<file path="src/rtl/mem_arbiter_pkg.sv">
// Shared definitions for the instruction/data memory arbiter: FSM states,
// requester ids and the default response timeout.
package mem_arbiter_pkg;

   // Access sequencing: wait for a request, hold it on the memory bus, then
   // hand the captured result back to the requester.
   typedef enum logic [1:0] {
      IDLE  = 2'd0,
      ISSUE = 2'd1,
      RESP  = 2'd2
   } state_e;

   // Requester ids; the id register and last_grant use this one-bit encoding.
   localparam logic REQ_IF = 1'b0;
   localparam logic REQ_D  = 1'b1;

   // Wait counter width and the default number of ISSUE cycles allowed
   // before an access is abandoned (legal range 1..255).
   localparam int WAIT_W          = 8;
   localparam int TIMEOUT_DEFAULT = 255;

endpackage

</file>
<file path="src/rtl/mem_arbiter_arb_rr2.sv">
// Two-way round-robin pick between the fetch and data requesters.
// On a tie the requester that was not granted last wins; a lone request
// always wins. The output is only meaningful while at least one request is high.
module arb_rr2
   import mem_arbiter_pkg::*;
(
   input  logic req_if_i,
   input  logic req_d_i,
   input  logic last_grant_i,
   output logic grant_o
);

   // Pick the winner from the current requests and the previous grant.
   always_comb begin
      // NOTE: every output of a combinational block gets a value before any
      // branch, so no path leaves it unassigned and no latch is inferred.
      grant_o = REQ_IF;
      if (req_if_i && req_d_i) begin
         grant_o = ~last_grant_i;
      end else if (req_d_i) begin
         grant_o = REQ_D;
      end
   end

endmodule

</file>
<file path="src/rtl/mem_arbiter.sv">
// Shares one single-port memory between an instruction-fetch port and a
// data load/store port. At most one access is outstanding; each access goes
// IDLE -> ISSUE (bus driven until mem_ready or timeout) -> RESP (one-cycle
// valid pulse) -> IDLE, giving a best case of one access every three cycles.
module mem_arbiter
   import mem_arbiter_pkg::*;
#(
   parameter int ADDR_W  = 32,
   parameter int DATA_W  = 32,
   parameter int TIMEOUT = TIMEOUT_DEFAULT
) (
   input  logic              clk,
   input  logic              rst,
   // instruction fetch port
   input  logic              if_req,
   input  logic [ADDR_W-1:0] if_addr,
   output logic              if_valid,
   output logic [DATA_W-1:0] if_rdata,
   // data load/store port
   input  logic              d_req,
   input  logic              d_wr,
   input  logic [ADDR_W-1:0] d_addr,
   input  logic [DATA_W-1:0] d_wdata,
   output logic              d_valid,
   output logic [DATA_W-1:0] d_rdata,
   // shared memory port
   output logic              mem_en,
   output logic              mem_wr,
   output logic [ADDR_W-1:0] mem_addr,
   output logic [DATA_W-1:0] mem_wdata,
   input  logic [DATA_W-1:0] mem_rdata,
   input  logic              mem_ready,
   // status
   output logic              stall,
   output logic              err
);

   // The wait counter hits TIMEOUT on the cycle it would otherwise advance
   // past TIMEOUT-1, so comparing against TIMEOUT-1 ends ISSUE after exactly
   // TIMEOUT cycles without mem_ready.
   localparam logic [WAIT_W-1:0] WAIT_LAST = WAIT_W'(TIMEOUT - 1);

   state_e              state_q,      state_d;
   logic                id_q,         id_d;
   logic                last_grant_q, last_grant_d;
   logic [ADDR_W-1:0]   addr_q,       addr_d;
   logic                wr_q,         wr_d;
   logic [DATA_W-1:0]   wdata_q,      wdata_d;
   logic [WAIT_W-1:0]   wait_q,       wait_d;
   logic [DATA_W-1:0]   if_rdata_q,   if_rdata_d;
   logic [DATA_W-1:0]   d_rdata_q,    d_rdata_d;
   logic                err_q,        err_d;

   logic                grant;
   logic                issuing;

   arb_rr2 u_arb (
      .req_if_i     (if_req),
      .req_d_i      (d_req),
      .last_grant_i (last_grant_q),
      .grant_o      (grant)
   );

   // Next-state logic: arbitration and latching in IDLE, completion or
   // timeout in ISSUE, and the unconditional return from RESP.
   always_comb begin
      state_d      = state_q;
      id_d         = id_q;
      last_grant_d = last_grant_q;
      addr_d       = addr_q;
      wr_d         = wr_q;
      wdata_d      = wdata_q;
      wait_d       = wait_q;
      if_rdata_d   = if_rdata_q;
      d_rdata_d    = d_rdata_q;
      err_d        = 1'b0;

      unique case (state_q)
         IDLE: begin
            if (if_req || d_req) begin
               id_d         = grant;
               last_grant_d = grant;
               wait_d       = '0;
               state_d      = ISSUE;
               if (grant == REQ_D) begin
                  addr_d  = d_addr;
                  wr_d    = d_wr;
                  wdata_d = d_wdata;
               end else begin
                  // Fetches are always reads.
                  addr_d  = if_addr;
                  wr_d    = 1'b0;
                  wdata_d = '0;
               end
            end
         end

         ISSUE: begin
            if (mem_ready) begin
               state_d = RESP;
               if (id_q == REQ_IF) begin
                  if_rdata_d = mem_rdata;
               end else begin
                  d_rdata_d = wr_q ? '0 : mem_rdata;
               end
            end else if (wait_q == WAIT_LAST) begin
               // Memory never answered: drop the access and flag it. The
               // requester still holds its request and is re-arbitrated.
               err_d   = 1'b1;
               state_d = IDLE;
            end else begin
               wait_d = wait_q + WAIT_W'(1);
            end
         end

         RESP: begin
            state_d = IDLE;
         end

         default: begin
            state_d = IDLE;
         end
      endcase
   end

   // State and datapath registers with synchronous active-low reset.
   always_ff @(posedge clk) begin
      // NOTE: registers are updated with non-blocking assignments so every
      // flop samples the pre-edge value of every other flop.
      if (!rst) begin
         // NOTE: the latched request and read-data registers are cleared
         // too, because they drive outputs that must read 0 after reset.
         state_q      <= IDLE;
         id_q         <= REQ_IF;
         last_grant_q <= REQ_IF;
         addr_q       <= '0;
         wr_q         <= 1'b0;
         wdata_q      <= '0;
         wait_q       <= '0;
         if_rdata_q   <= '0;
         d_rdata_q    <= '0;
         err_q        <= 1'b0;
      end else begin
         state_q      <= state_d;
         id_q         <= id_d;
         last_grant_q <= last_grant_d;
         addr_q       <= addr_d;
         wr_q         <= wr_d;
         wdata_q      <= wdata_d;
         wait_q       <= wait_d;
         if_rdata_q   <= if_rdata_d;
         d_rdata_q    <= d_rdata_d;
         err_q        <= err_d;
      end
   end

   // Output decode: the memory bus is idle (all zero) outside ISSUE.
   always_comb begin
      issuing   = (state_q == ISSUE);
      mem_en    = issuing;
      mem_wr    = issuing & wr_q;
      mem_addr  = issuing ? addr_q  : '0;
      mem_wdata = issuing ? wdata_q : '0;
      if_valid  = (state_q == RESP) && (id_q == REQ_IF);
      d_valid   = (state_q == RESP) && (id_q == REQ_D);
      if_rdata  = if_rdata_q;
      d_rdata   = d_rdata_q;
      err       = err_q;
      stall     = (if_req & ~if_valid) | (d_req & ~d_valid);
   end

endmodule

</file>
<file path="config.mk">
export PLATFORM = sky130hd
export DESIGN_NAME = mem_arbiter
export DESIGN_NICKNAME = d
export VERILOG_FILES = /design/src/rtl/mem_arbiter_pkg.sv /design/src/rtl/mem_arbiter_arb_rr2.sv /design/src/rtl/mem_arbiter.sv
export SDC_FILE = /design/constraint.sdc
export NUM_CORES = 1
export LEC_CHECK = 0
export CAP_MARGIN = 20
export CORE_MARGIN = 4
export CORE_UTILIZATION = 63
export DETAILED_ROUTE_END_ITERATION = 6
export DONT_BUFFER_PORTS = 1
export HOLD_SLACK_MARGIN = 0.06
export PLACE_DENSITY_LB_ADDON = 0.3
export SYNTH_ARGS = -nofsm -noshare
export SYNTH_HDL_FRONTEND = slang
export SYNTH_SLANG_ARGS = --single-unit
</file>
<file path="constraint.sdc">
create_clock -name clk -period 1.7 [get_ports clk]
set_input_delay 0.17 -clock clk [delete_from_list [all_inputs] [get_ports clk]]
set_output_delay 0.17 -clock clk [all_outputs]
set_load 0.05 [all_outputs]
</file>
==> flow_summary_export.csv <==
group,metric,value,unit
global_route,number_of_global_route_vias_before_repair,6389,
routing,dr.max_layer_used,"met5",
outcome,violations,"hold timing, setup timing",
final_layout,fin_util,94.47,%
power,power.share.switching,28.87,%
synthesis,async_reset_ff_share,0,%
power,power_frac_clock,41.8,%
clocking,h_tree_levels,4,
critical_path,worstSetupStartpoint,"state_q[1]",
critical_path,critPathKind,"register to register",
synthesis,synthesized_area_per_cell,9.063,um2
power,power.leakage,3.826,nW
critical_path,slowest_delay,640,ps
clocking,cts_inserted_buffers,17,
min_path,timing.hold.worst.class,"input pin to register",
floorplan,initial_utilization,64.36,%
routing,post_drt_via_cell_ratio,6.854,
synthesis,mappedNetlistArea,0.006262,mm2
global_route,global_route_wire_length_before_repair,36180,um
sta,period_needed,1932,ps
critical_path,crit_buf_inv,3,
global_route,grt_usage,40.63,%
floorplan,fp-row-count,36,
critical_path,timing.critical_path.cells,"buf_4 -> buf_6 -> buf_4 -> nor3b_2 -> a21oi_1 -> o21ai_0 -> a21boi_1",
power,comb_pwr_share,18.6,%
critical_path,crit_top_cell,"sky130_fd_sc_hd__buf_4",
floorplan,die_h,107.7,um
clocking,clk_latency,530,ps
synthesis,synthesis.nets,827,
sta,final.hold.worst_slack,-216.1,ps
global_route,grt-ovfl-total,0,
global_route,grt_start_max_net_pins,147,
floorplan,die_area,0.01160,mm2
synthesis,yosysWarnings,0,
placement,count_of_input_and_output_buffers,0,
critical_path,r2r_setup_slack,-230,ps
sta,layout_setup_ws,-232.1,ps
sta,setup_total_neg_slack,-13610,ps
sta,maxClockFrequency,517.6,MHz
floorplan,dieWidth,107.7,um
sta,finalMaxSlewViolations,0,
global_route,antenna_found_initial,1,
clocking,tritoncts,"done",
power,power_frac_seq,39.6,%
clocking,clock_path_buffers,2,
sta,clock_skew,7.203,ps
clocking,clock_transition_at_the_registers_of_the_reported_paths,60,ps
final_layout,syn2layout_area_growth,46.77,%
critical_path,cp_top_family,"compound AO/OA/AOI/OAI gates",
sta,relSlewSlack,46.50,%
placement,preCtsSetupSlack,60.35,ps
routing,drt-met1-wl,8446,um
synthesis,seq_area_frac_synth,45.07,%
placement,finalWeightedCongestion,0.8069,
power,internal-power,6.727,mW
routing,post_drt_wl_per_cell,27.94,um
routing,met2RoutedLength,13160,um
final_layout,most-common-layout-cells,"sky130_fd_sc_hd__dfxtp_1 (136), sky130_fd_sc_hd__nand2_1 (134), sky130_fd_sc_hd__and2_4 (65), sky130_fd_sc_hd__buf_12 (64), sky130_fd_sc_hd__a21boi_0 (56)",
routing,vias,6443,
final_layout,final_common_cell,"sky130_fd_sc_hd__dfxtp_1",
critical_path,timing.critical_path.slowest_stage_cell,"sky130_fd_sc_hd__a21oi_1",
routing,routed_wl,26270,um
floorplan,ports_placed_on_the_boundary,268,
final_layout,proportion_of_layout_cells_with_a_drive_suffix_above_1,27.63,%
final_layout,nNetsFinal,931,
synthesis,netlist-cell-type-count,37,
min_path,hold_start,"rst",
critical_path,critical_path_arrival,2380,ps
sta,grt_setup_unrepaired,"yes",
power,netSwitchingPower,2.730,mW
clocking,clock-sinks,141,
routing,drt-initial-drc-count,933,
placement,place.detailed.hpwl,12010,um
outcome,run_status,"finished with violations",
critical_path,startpoint_type,"register",
critical_path,critPathRequiredTime,2150,ps
sta,max_slew.worst_pin.slew,802.5,ps
final_layout,insertedDiodeCount,0,
sta,final.period_utilization,113.7,%
sta,number_of_endpoints_with_negative_hold_slack_in_the_final_report,140,
synthesis,ys_dominant_reg_cell,"sky130_fd_sc_hd__dfxtp_1",
power,worst_vdd_rail_ir_drop,0.6123,mV
clocking,clock_tree_root_buffer_cell,"sky130_fd_sc_hd__clkbuf_8",
critical_path,critical_path.endpoint_type,"register",
routing,number_of_detailed_routing_iterations_run_before_antenna_repair,6,
floorplan,core_area,0.009729,mm2
critical_path,crit_path_max_fanout,6,
synthesis,synthCells,691,
routing,ant_nets,0,
critical_path,r2r_start,"state_q[1]",
routing,met3RoutedLength,2789,um
power,power.density_cell_area,1029,mW/mm2
routing,drc,0,
synthesis,synth-edff-count,0,
flow_run,max-cap-violations,0,
sta,setup_viol,103,
synthesis,ys_seq_elements,141,
[power groups by stage]
stage                     Sequential [mW]  Combinational (mW)  Clock [mW]
after floorplan                      3.78               0.867           0
after global placement               3.76                1.24           0
after detailed placement             3.78                1.29           0
after CTS                            3.72                1.63        3.89
after global routing                 3.76                1.82        4.07
final                                3.75                1.76        3.95
[final cells by class]
cell class	count	area (um2)
timing repair buffer	144	2188
tap	133	166.4
sequential	141	2834
clock inverter	13	190.2
fill	265	538.0
inverter	4	22.52
multi-input combinational	487	3362
clock buffer	18	427.9
[cells by family after synthesis]
logic type | count (synthesis) | synth area share, %
mux | 36 | 5.754
compound gates | 146 | 18.52
flops | 141 | 45.07
simple gates | 303 | 25.49
buf+inv | 63 | 4.755
fa+ha+maj | 2 | 0.3995
[metal layers]
| metal | up-vias | track usage, % |
|---|---|---|
| met4 | 2 | 21.73 |
| met5 | - | 0 |
| met2 | 601 | 73.00 |
| met3 | 190 | 12.12 |
| li1 | 2576 | - |
| met1 | 3074 | 42.19 |
[through the flow]
stage          cells  power, mW  instance area (um2)
2_1_floorplan    691      4.646                 6292
3_3_place_gp     855      4.998                 7645
3_5_place_dp     855      5.066                 7645
4_1_cts          932      9.239                 9052
5_1_grt          940      9.644                 9191
6_report         940      9.457                 9191
[final timing paths]
path / end / cells after the start
worst min-delay path: wdata_q[19] / 1
worst min register to register: if_rdata[20] / 2
worst max-delay path: wait_q[2] / 7
worst max register to register: wait_q[2] / 7
[registers in the layout, summed over array words and instances, names as in the netlist]
name and flops:
addr_q 32, last_grant_q 1, if_rdata 32, wr_q 1, wait_q 8, d_rdata 32, err 1, wdata_q 32
state_q 2
[synthesized netlist by cell type (2+ instances only)]
cell / number / area, um2
sky130_fd_sc_hd__dfxtp_1: 141 / 2823
sky130_fd_sc_hd__nand2_1: 134 / 503.0
sky130_fd_sc_hd__and2_1: 67 / 419.2
sky130_fd_sc_hd__a21boi_0: 59 / 442.9
sky130_fd_sc_hd__mux2i_1: 36 / 360.4
sky130_fd_sc_hd__nor2b_1: 35 / 219.0
sky130_fd_sc_hd__a22oi_1: 33 / 247.7
sky130_fd_sc_hd__nand3b_1: 33 / 247.7
sky130_fd_sc_hd__o211a_1: 32 / 320.3
sky130_fd_sc_hd__buf_2: 28 / 140.1
sky130_fd_sc_hd__clkbuf_1: 27 / 101.4
sky130_fd_sc_hd__a21boi_1: 9 / 67.56
sky130_fd_sc_hd__nand3_1: 8 / 40.04
sky130_fd_sc_hd__nor2_1: 8 / 30.03
sky130_fd_sc_hd__and3_1: 5 / 31.28
sky130_fd_sc_hd__o21ai_0: 5 / 25.02
sky130_fd_sc_hd__buf_6: 3 / 33.78
sky130_fd_sc_hd__inv_1: 3 / 11.26
sky130_fd_sc_hd__nor3b_1: 3 / 22.52
sky130_fd_sc_hd__a21oi_1: 2 / 10.01
sky130_fd_sc_hd__ha_1: 2 / 25.02
sky130_fd_sc_hd__nand4_1: 2 / 12.51
sky130_fd_sc_hd__o22ai_1: 2 / 12.51
[repair_timing]
| action | 4_1_cts | 5_1_grt |
|---|---|---|
| pin swaps | 24 | 17 |
| gates resized for setup | 81 | 19 |
| setup endpoints to repair | 68 | 106 |
| endpoints found under the hold margin | 141 | 140 |
| hold buffers | 33 | 3 |
| cloned | 8 | 1 |
| setup buffers | 5 | 4 |
Note: power is estimated with default switching activity, not from simulation.
